===== src/rtl/udp_packetizer.sv =====
// Buffers DRAM data words in a FIFO and emits them as IPv4/UDP packets,
// one TX_W-bit beat at a time, with a 224-bit header latched per packet.
module udp_packetizer #(
  parameter int unsigned DATA_W        = 256,
  parameter int unsigned TX_W          = 8,
  parameter int unsigned WORDS_PER_PKT = 4,
  parameter int unsigned FIFO_DEPTH    = 16,
  parameter logic [31:0] SRC_IP        = 32'hC0A80001,
  parameter logic [31:0] DST_IP        = 32'hC0A80002,
  parameter logic [15:0] SRC_PORT      = 16'h0000,
  parameter logic [15:0] DST_PORT      = 16'h0001
) (
  input  logic              clk,
  input  logic              rst,
  input  logic [DATA_W-1:0] in_data,
  input  logic              in_valid,
  output logic              in_ready,
  output logic [TX_W-1:0]   tx_data,
  output logic              tx_valid,
  input  logic              tx_ready,
  output logic              tx_last,
  output logic [15:0]       pkt_count,
  output logic              overflow
);

  localparam int unsigned HDR_W      = 224;
  localparam int unsigned HDR_BEATS  = HDR_W / TX_W;
  localparam int unsigned WORD_BEATS = DATA_W / TX_W;
  localparam int unsigned MAX_BEATS  = (HDR_BEATS > WORD_BEATS) ? HDR_BEATS : WORD_BEATS;
  localparam int unsigned BW         = $clog2(MAX_BEATS + 1);
  localparam int unsigned PW         = (FIFO_DEPTH > 1) ? $clog2(FIFO_DEPTH) : 1;
  localparam int unsigned CW         = $clog2(FIFO_DEPTH + 1);
  localparam int unsigned SW         = $clog2(DATA_W);
  localparam logic [15:0] IP_LEN     = 16'(28 + WORDS_PER_PKT * DATA_W / 8);
  localparam logic [15:0] UDP_LEN    = 16'(8 + WORDS_PER_PKT * DATA_W / 8);

  typedef enum logic [1:0] {IDLE, HEADER, PAYLOAD} state_t;

  state_t              state, state_nx;
  logic [DATA_W-1:0]   mem [FIFO_DEPTH];
  logic [PW-1:0]       wr_ptr, rd_ptr;
  logic [CW-1:0]       count;
  logic                wr_en, pop, hdr_load, accept;
  logic [HDR_W-1:0]    hdr_sh;
  logic [BW-1:0]       beat_cnt;
  logic [4:0]          word_cnt;
  logic [15:0]         seq;
  logic                hdr_end, word_end, pkt_end;
  logic [DATA_W-1:0]   head_word;
  logic [SW-1:0]       pl_lsb;

  function automatic logic [15:0] ip_csum(input logic [15:0] id);
    logic [19:0] s;
    s = 20'h04500 + 20'(IP_LEN) + 20'(id) + 20'h04000 + 20'h04011
      + 20'(SRC_IP[31:16]) + 20'(SRC_IP[15:0]) + 20'(DST_IP[31:16]) + 20'(DST_IP[15:0]);
    s = 20'(s[15:0]) + 20'(s[19:16]);
    s = 20'(s[15:0]) + 20'(s[19:16]);
    return ~s[15:0];
  endfunction

  function automatic logic [HDR_W-1:0] build_hdr(input logic [15:0] id);
    return {16'h4500, IP_LEN, id, 16'h4000, 16'h4011, ip_csum(id),
            SRC_IP, DST_IP, SRC_PORT, DST_PORT, UDP_LEN, 16'h0000};
  endfunction

  assign in_ready = (count != CW'(FIFO_DEPTH));
  assign wr_en    = in_valid && in_ready;
  assign accept   = tx_valid && tx_ready;
  assign hdr_end  = (beat_cnt == BW'(HDR_BEATS - 1));
  assign word_end = (beat_cnt == BW'(WORD_BEATS - 1));
  assign pkt_end  = word_end && (word_cnt == 5'(WORDS_PER_PKT - 1));
  assign head_word = mem[rd_ptr];
  assign pl_lsb    = SW'(DATA_W - TX_W - TX_W * beat_cnt);

  always_ff @(posedge clk) begin
    if (wr_en) mem[wr_ptr] <= in_data;
  end

  always_ff @(posedge clk) begin
    if (rst) begin
      wr_ptr   <= '0;
      rd_ptr   <= '0;
      count    <= '0;
      overflow <= 1'b0;
    end else begin
      if (wr_en) wr_ptr <= (wr_ptr == PW'(FIFO_DEPTH - 1)) ? '0 : wr_ptr + 1'b1;
      if (pop)   rd_ptr <= (rd_ptr == PW'(FIFO_DEPTH - 1)) ? '0 : rd_ptr + 1'b1;
      count <= count + CW'(wr_en) - CW'(pop);
      if (in_valid && !in_ready) overflow <= 1'b1;
    end
  end

  always_ff @(posedge clk) begin
    if (rst) state <= IDLE;
    else     state <= state_nx;
  end

  always_comb begin
    state_nx = state;
    tx_valid = 1'b0;
    tx_data  = '0;
    tx_last  = 1'b0;
    pop      = 1'b0;
    hdr_load = 1'b0;
    case (state)
      IDLE: begin
        if (count >= CW'(WORDS_PER_PKT)) begin
          hdr_load = 1'b1;
          state_nx = HEADER;
        end
      end
      HEADER: begin
        tx_valid = 1'b1;
        tx_data  = hdr_sh[HDR_W-1 -: TX_W];
        if (tx_ready && hdr_end) state_nx = PAYLOAD;
      end
      PAYLOAD: begin
        tx_valid = 1'b1;
        tx_data  = head_word[pl_lsb +: TX_W];
        tx_last  = pkt_end;
        pop      = tx_ready && word_end;
        if (tx_ready && pkt_end) state_nx = IDLE;
      end
      default: state_nx = IDLE;
    endcase
  end

  // Header is snapshotted on IDLE exit, so seq may advance mid-packet safely.
  always_ff @(posedge clk) begin
    if (rst) begin
      hdr_sh    <= '0;
      beat_cnt  <= '0;
      word_cnt  <= '0;
      seq       <= '0;
      pkt_count <= '0;
    end else begin
      if (hdr_load) begin
        hdr_sh   <= build_hdr(seq);
        beat_cnt <= '0;
        word_cnt <= '0;
      end else if (accept && state == HEADER) begin
        hdr_sh   <= hdr_sh << TX_W;
        beat_cnt <= hdr_end ? '0 : beat_cnt + 1'b1;
      end else if (accept && state == PAYLOAD) begin
        beat_cnt <= word_end ? '0 : beat_cnt + 1'b1;
        if (word_end) word_cnt <= word_cnt + 1'b1;
        if (pkt_end) begin
          seq       <= seq + 16'd1;
          pkt_count <= pkt_count + 16'd1;
        end
      end
    end
  end

endmodule


===== config.mk =====
export PLATFORM = sky130hd
export DESIGN_NAME = udp_packetizer
export DESIGN_NICKNAME = d
export VERILOG_FILES = /design/src/rtl/udp_packetizer.sv
export SDC_FILE = /design/constraint.sdc
export NUM_CORES = 2
export LEC_CHECK = 0
export ABC_CLOCK_PERIOD_IN_PS = 24000
export CAP_MARGIN = 0
export CORE_ASPECT_RATIO = 1.2
export CORE_UTILIZATION = 45
export CTS_CLUSTER_SIZE = 20
export DETAILED_ROUTE_END_ITERATION = 7
export PLACE_DENSITY = 0.7
export SYNTH_ARGS = -nofsm -noshare
export SYNTH_HDL_FRONTEND = slang
export SYNTH_SLANG_ARGS = --single-unit

===== constraint.sdc =====
create_clock -name clk -period 24 [get_ports clk]
set_input_delay 2.4 -clock clk [delete_from_list [all_inputs] [get_ports clk]]
set_output_delay 2.4 -clock clk [all_outputs]
set_load 0.02 [all_outputs]

==> results.sh <==
export IMPL_synth_edf_count=4096
export IMPL_end_kind="output pin"
export IMPL_syn_cell_area_um2=165200
export IMPL_hp_class="reg -> reg"
export IMPL_synth_xor_area_share_pct=0.3393
export IMPL_overflow=0
export IMPL_power_density_nw_per_um2=83.97
export IMPL_placed_cell_area_um2=173700
export IMPL_ios=288
export IMPL_ys_async_sr_fraction_pct=0
export IMPL_finClkSkew_ns=0.05289
export IMPL_via_per_inst=6.293
export IMPL_path_class="reg -> out"
export IMPL_ys_flop_type="edfxtp_1"
export IMPL_report_final_slew_viol_count=0
export IMPL_total_power_mw=15.69
export IMPL_grt_pass1_wl_um=659500
export IMPL_fmax_mhz=84.36
export IMPL_post_route_util_pct=51.18
export IMPL_preCtsSetupSlack_ns=13.17
export IMPL_clkTransAtPathRegs_ns=0.06
export IMPL_worst_slack_ns=12.15
export IMPL_synth_fp_nets=8283
export IMPL_hold_slack_ns=0.4434
export IMPL_final_cells=13730
export IMPL_tns_ns=0
export IMPL_clock_path_buffers=4
export IMPL_drtIter0Drc=11490
export IMPL_placed_cells=12930
export IMPL_maxCapViolCount=0
export IMPL_wire_per_inst_um=34.43
export IMPL_p_leak_nw=56.08
export IMPL_fin_nets=8723
export IMPL_rsz0062_at_grt="no"
export IMPL_grt_pass1_vias=85750
export IMPL_fin_crit_sh_pct=49.39
export IMPL_antenna_found_initial=146
export IMPL_postRouteAntennaNets=0
export IMPL_clock_sinks=4276
export IMPL_die_x_um=555.2
export IMPL_required_ns=21.60
export IMPL_synth_ff_latch_count=4276
export IMPL_netlist_instances=7995
export IMPL_area_growth_pct=13.12
export IMPL_seq_area_frac_synth_pct=76.62
export IMPL_cts_tree="built"
export IMPL_crit_fanout=52
export IMPL_synthAdderAreaFrac_pct=0.2226
export IMPL_cts_root_buf="clkbuf_16"
export IMPL_failed_checks="DRC"
export IMPL_drcViolationCount=2
export IMPL_cts_buffers=402
export IMPL_synthMuxAreaShare_pct=14.98
export IMPL_initial_core_util_pct=45.25
export IMPL_cts_htree_levels=5
export IMPL_finalSetupViolCount=0
export IMPL_yosysUniqueCellTypes=79
export IMPL_vdd_ir_drop_max_mv=0.09875
export IMPL_drive_above_1_share_pct=19.77
export IMPL_yosys_area_share_simple_pct=2.269
export IMPL_synth_area_per_cell_um2=20.67
export IMPL_cp_arrival_ns=9.45
export IMPL_core_um2=365200
export IMPL_dieArea_um2=369600
export IMPL_dr_pass1_iters=6
export IMPL_synth_compound_area_share_pct=3.820
export IMPL_routed_wl_um=472600
export IMPL_dp_hpwl_um=266100
export IMPL_final_area_um2=186900
export IMPL_gp_congestion=0.8390
export IMPL_min_period_ns=11.85
export IMPL_grt_usage_pct=25.36
export IMPL_worstMarginPinSlew_ns=1.377
export IMPL_critPathLaunchType="flip-flop"
export IMPL_postCtsResizedCells=0
export IMPL_slew_headroom_pct=6.965
export IMPL_worstSkewPairLatency_ns=0.99
export IMPL_die_h_um=665.8
export IMPL_place_port_buffers=287
export IMPL_vias=86400
export IMPL_outcome="complete, but fails checks"
export IMPL_synth_top_family_by_area="multiplexers"
export IMPL_synth_warnings=0
export IMPL_hold_viol=0
export IMPL_postCtsSetupBuffers=0
export IMPL_num_rows=243
export IMPL_grt_max_degree=130
export IMPL_postCtsHoldBufs=0
cell usage in the layout, fill, tap and decap left out, types with 21 or more instances in the layout:
master	instances
a211oi_1	21
a21oi_1	218
a221o_1	37
a221oi_1	139
a22oi_1	135
a311oi_1	25
a31oi_1	48
buf_12	26
buf_4	190
bufinv_16	35
clkbuf_1	96
clkbuf_16	402
clkdlybuf4s50_1	286
clkinv_1	80
clkinv_2	69
dfxtp_1	173
diode_2	61
edfxtp_1	4096
ha_1	27
inv_1	30
mux2i_1	520
mux4_2	858
nand2_1	381
nand3_1	69
nand4_1	28
nor2_1	137
nor3_1	54
o21ai_0	88
o22ai_1	42
o31ai_1	22
xnor2_1	37
xor2_1	27
path summary, 6_finish.rpt:
| kind | from | to | slack, ns | depth (start not counted) |
|---|---|---|---|---|
| max | flip-flop | tx_data[4] | 12.15 | 10 |
| min | hdr_sh[201] | hdr_sh[209] | 0.44 | 2 |
| max reg2reg | seq[8] | hdr_sh[142] | 18.49 | 18 |
| min reg2reg | hdr_sh[201] | hdr_sh[209] | 0.44 | 2 |
logic make-up (layout without fill, tap and decap cells):
group | after synthesis | after routing
buffers and inverters | 502 | 1274
DFF | 4276 | 4276
adders and majority gates | 29 | 29
muxes | 1398 | 1398
AOI/OAI and AO/OA | 899 | 899
and+or+nand+nor | 827 | 827
xor gates and xnor gates | 64 | 64
other | 0 | 61
synthesized netlist by cell type (all sizes together) (7+ instances only):
cell type / n / area (µm²)
edfxtp: 4096 / 123000
mux4: 858 / 19320
mux2i: 520 / 5205
nand2: 385 / 1445
buf: 253 / 1948
a21oi: 218 / 1091
clkbuf: 215 / 807.0
dfxtp: 180 / 3603
nor2: 154 / 578.1
a221oi: 140 / 1232
a22oi: 135 / 1013
o21ai: 92 / 460.4
nand3: 69 / 345.3
nor3: 58 / 290.3
a31oi: 48 / 300.3
o22ai: 42 / 262.8
a221o: 37 / 370.4
xnor2: 37 / 324.1
inv: 33 / 123.9
nand4: 28 / 175.2
ha: 27 / 337.8
xor2: 27 / 236.5
a311oi: 25 / 219.0
a211oi: 23 / 172.7
o31ai: 22 / 165.2
nand2b: 21 / 131.4
nor4: 21 / 131.4
mux2: 20 / 225.2
nor2b: 18 / 112.6
o211ai: 18 / 135.1
a22o: 16 / 140.1
or3: 15 / 93.84
and3: 14 / 87.58
o311ai: 12 / 105.1
and2: 10 / 62.56
o2111ai: 9 / 78.83
o32ai: 7 / 61.31
where the power goes:
| part | switching [mW] | internal (mW) |
|---|---|---|
| Sequential | 0.0797 | 8.42 |
| Clock | 2.81 | 3.49 |
| Combinational | 0.638 | 0.254 |
cell type report:
type,count,area [µm²]
flip-flops and latches,4276,126600
clock buffers,498,10420
fillers,28070,178300
clock inverters,238,2608
diodes,61,152.6
repair buffers,504,4826
multi-input cells,3217,36010
well taps,4900,6131
inverters,34,137.6
routing by layer:
| layer | share of wire (%) | GRT usage [%] | wire, µm |
|---|---|---|---|
| met1 | 36 | 32.97 | 169300 |
| met2 | 47 | 39.70 | 221400 |
| met3 | 12 | 6.684 | 56460 |
| met4 | 5.3 | 12.40 | 24930 |
| met5 | 0.13 | 0 | 607 |
state kept, by name, indices dropped and copies added (netlist names), named ones only:
signal	cells
rd_ptr	4
mem	4096
state	2
pkt_count	16
overflow	1
count	5
hdr_sh	117
beat_cnt	6
seq	16
word_cnt	5
wr_ptr	4
worst max-delay path, cell delays in order (launching register included):
cell and delay (ns):
dfxtp_4 0.90, buf_4 0.75, buf_4 0.85, buf_4 0.73
buf_4 0.63, mux4_2 0.58, mux4_2 0.49, a2111oi_2 1.19
nand3_1 0.86, o221a_1 0.70, clkdlybuf4s50_1 0.62
Note: power is estimated with default switching activity, not from simulation.
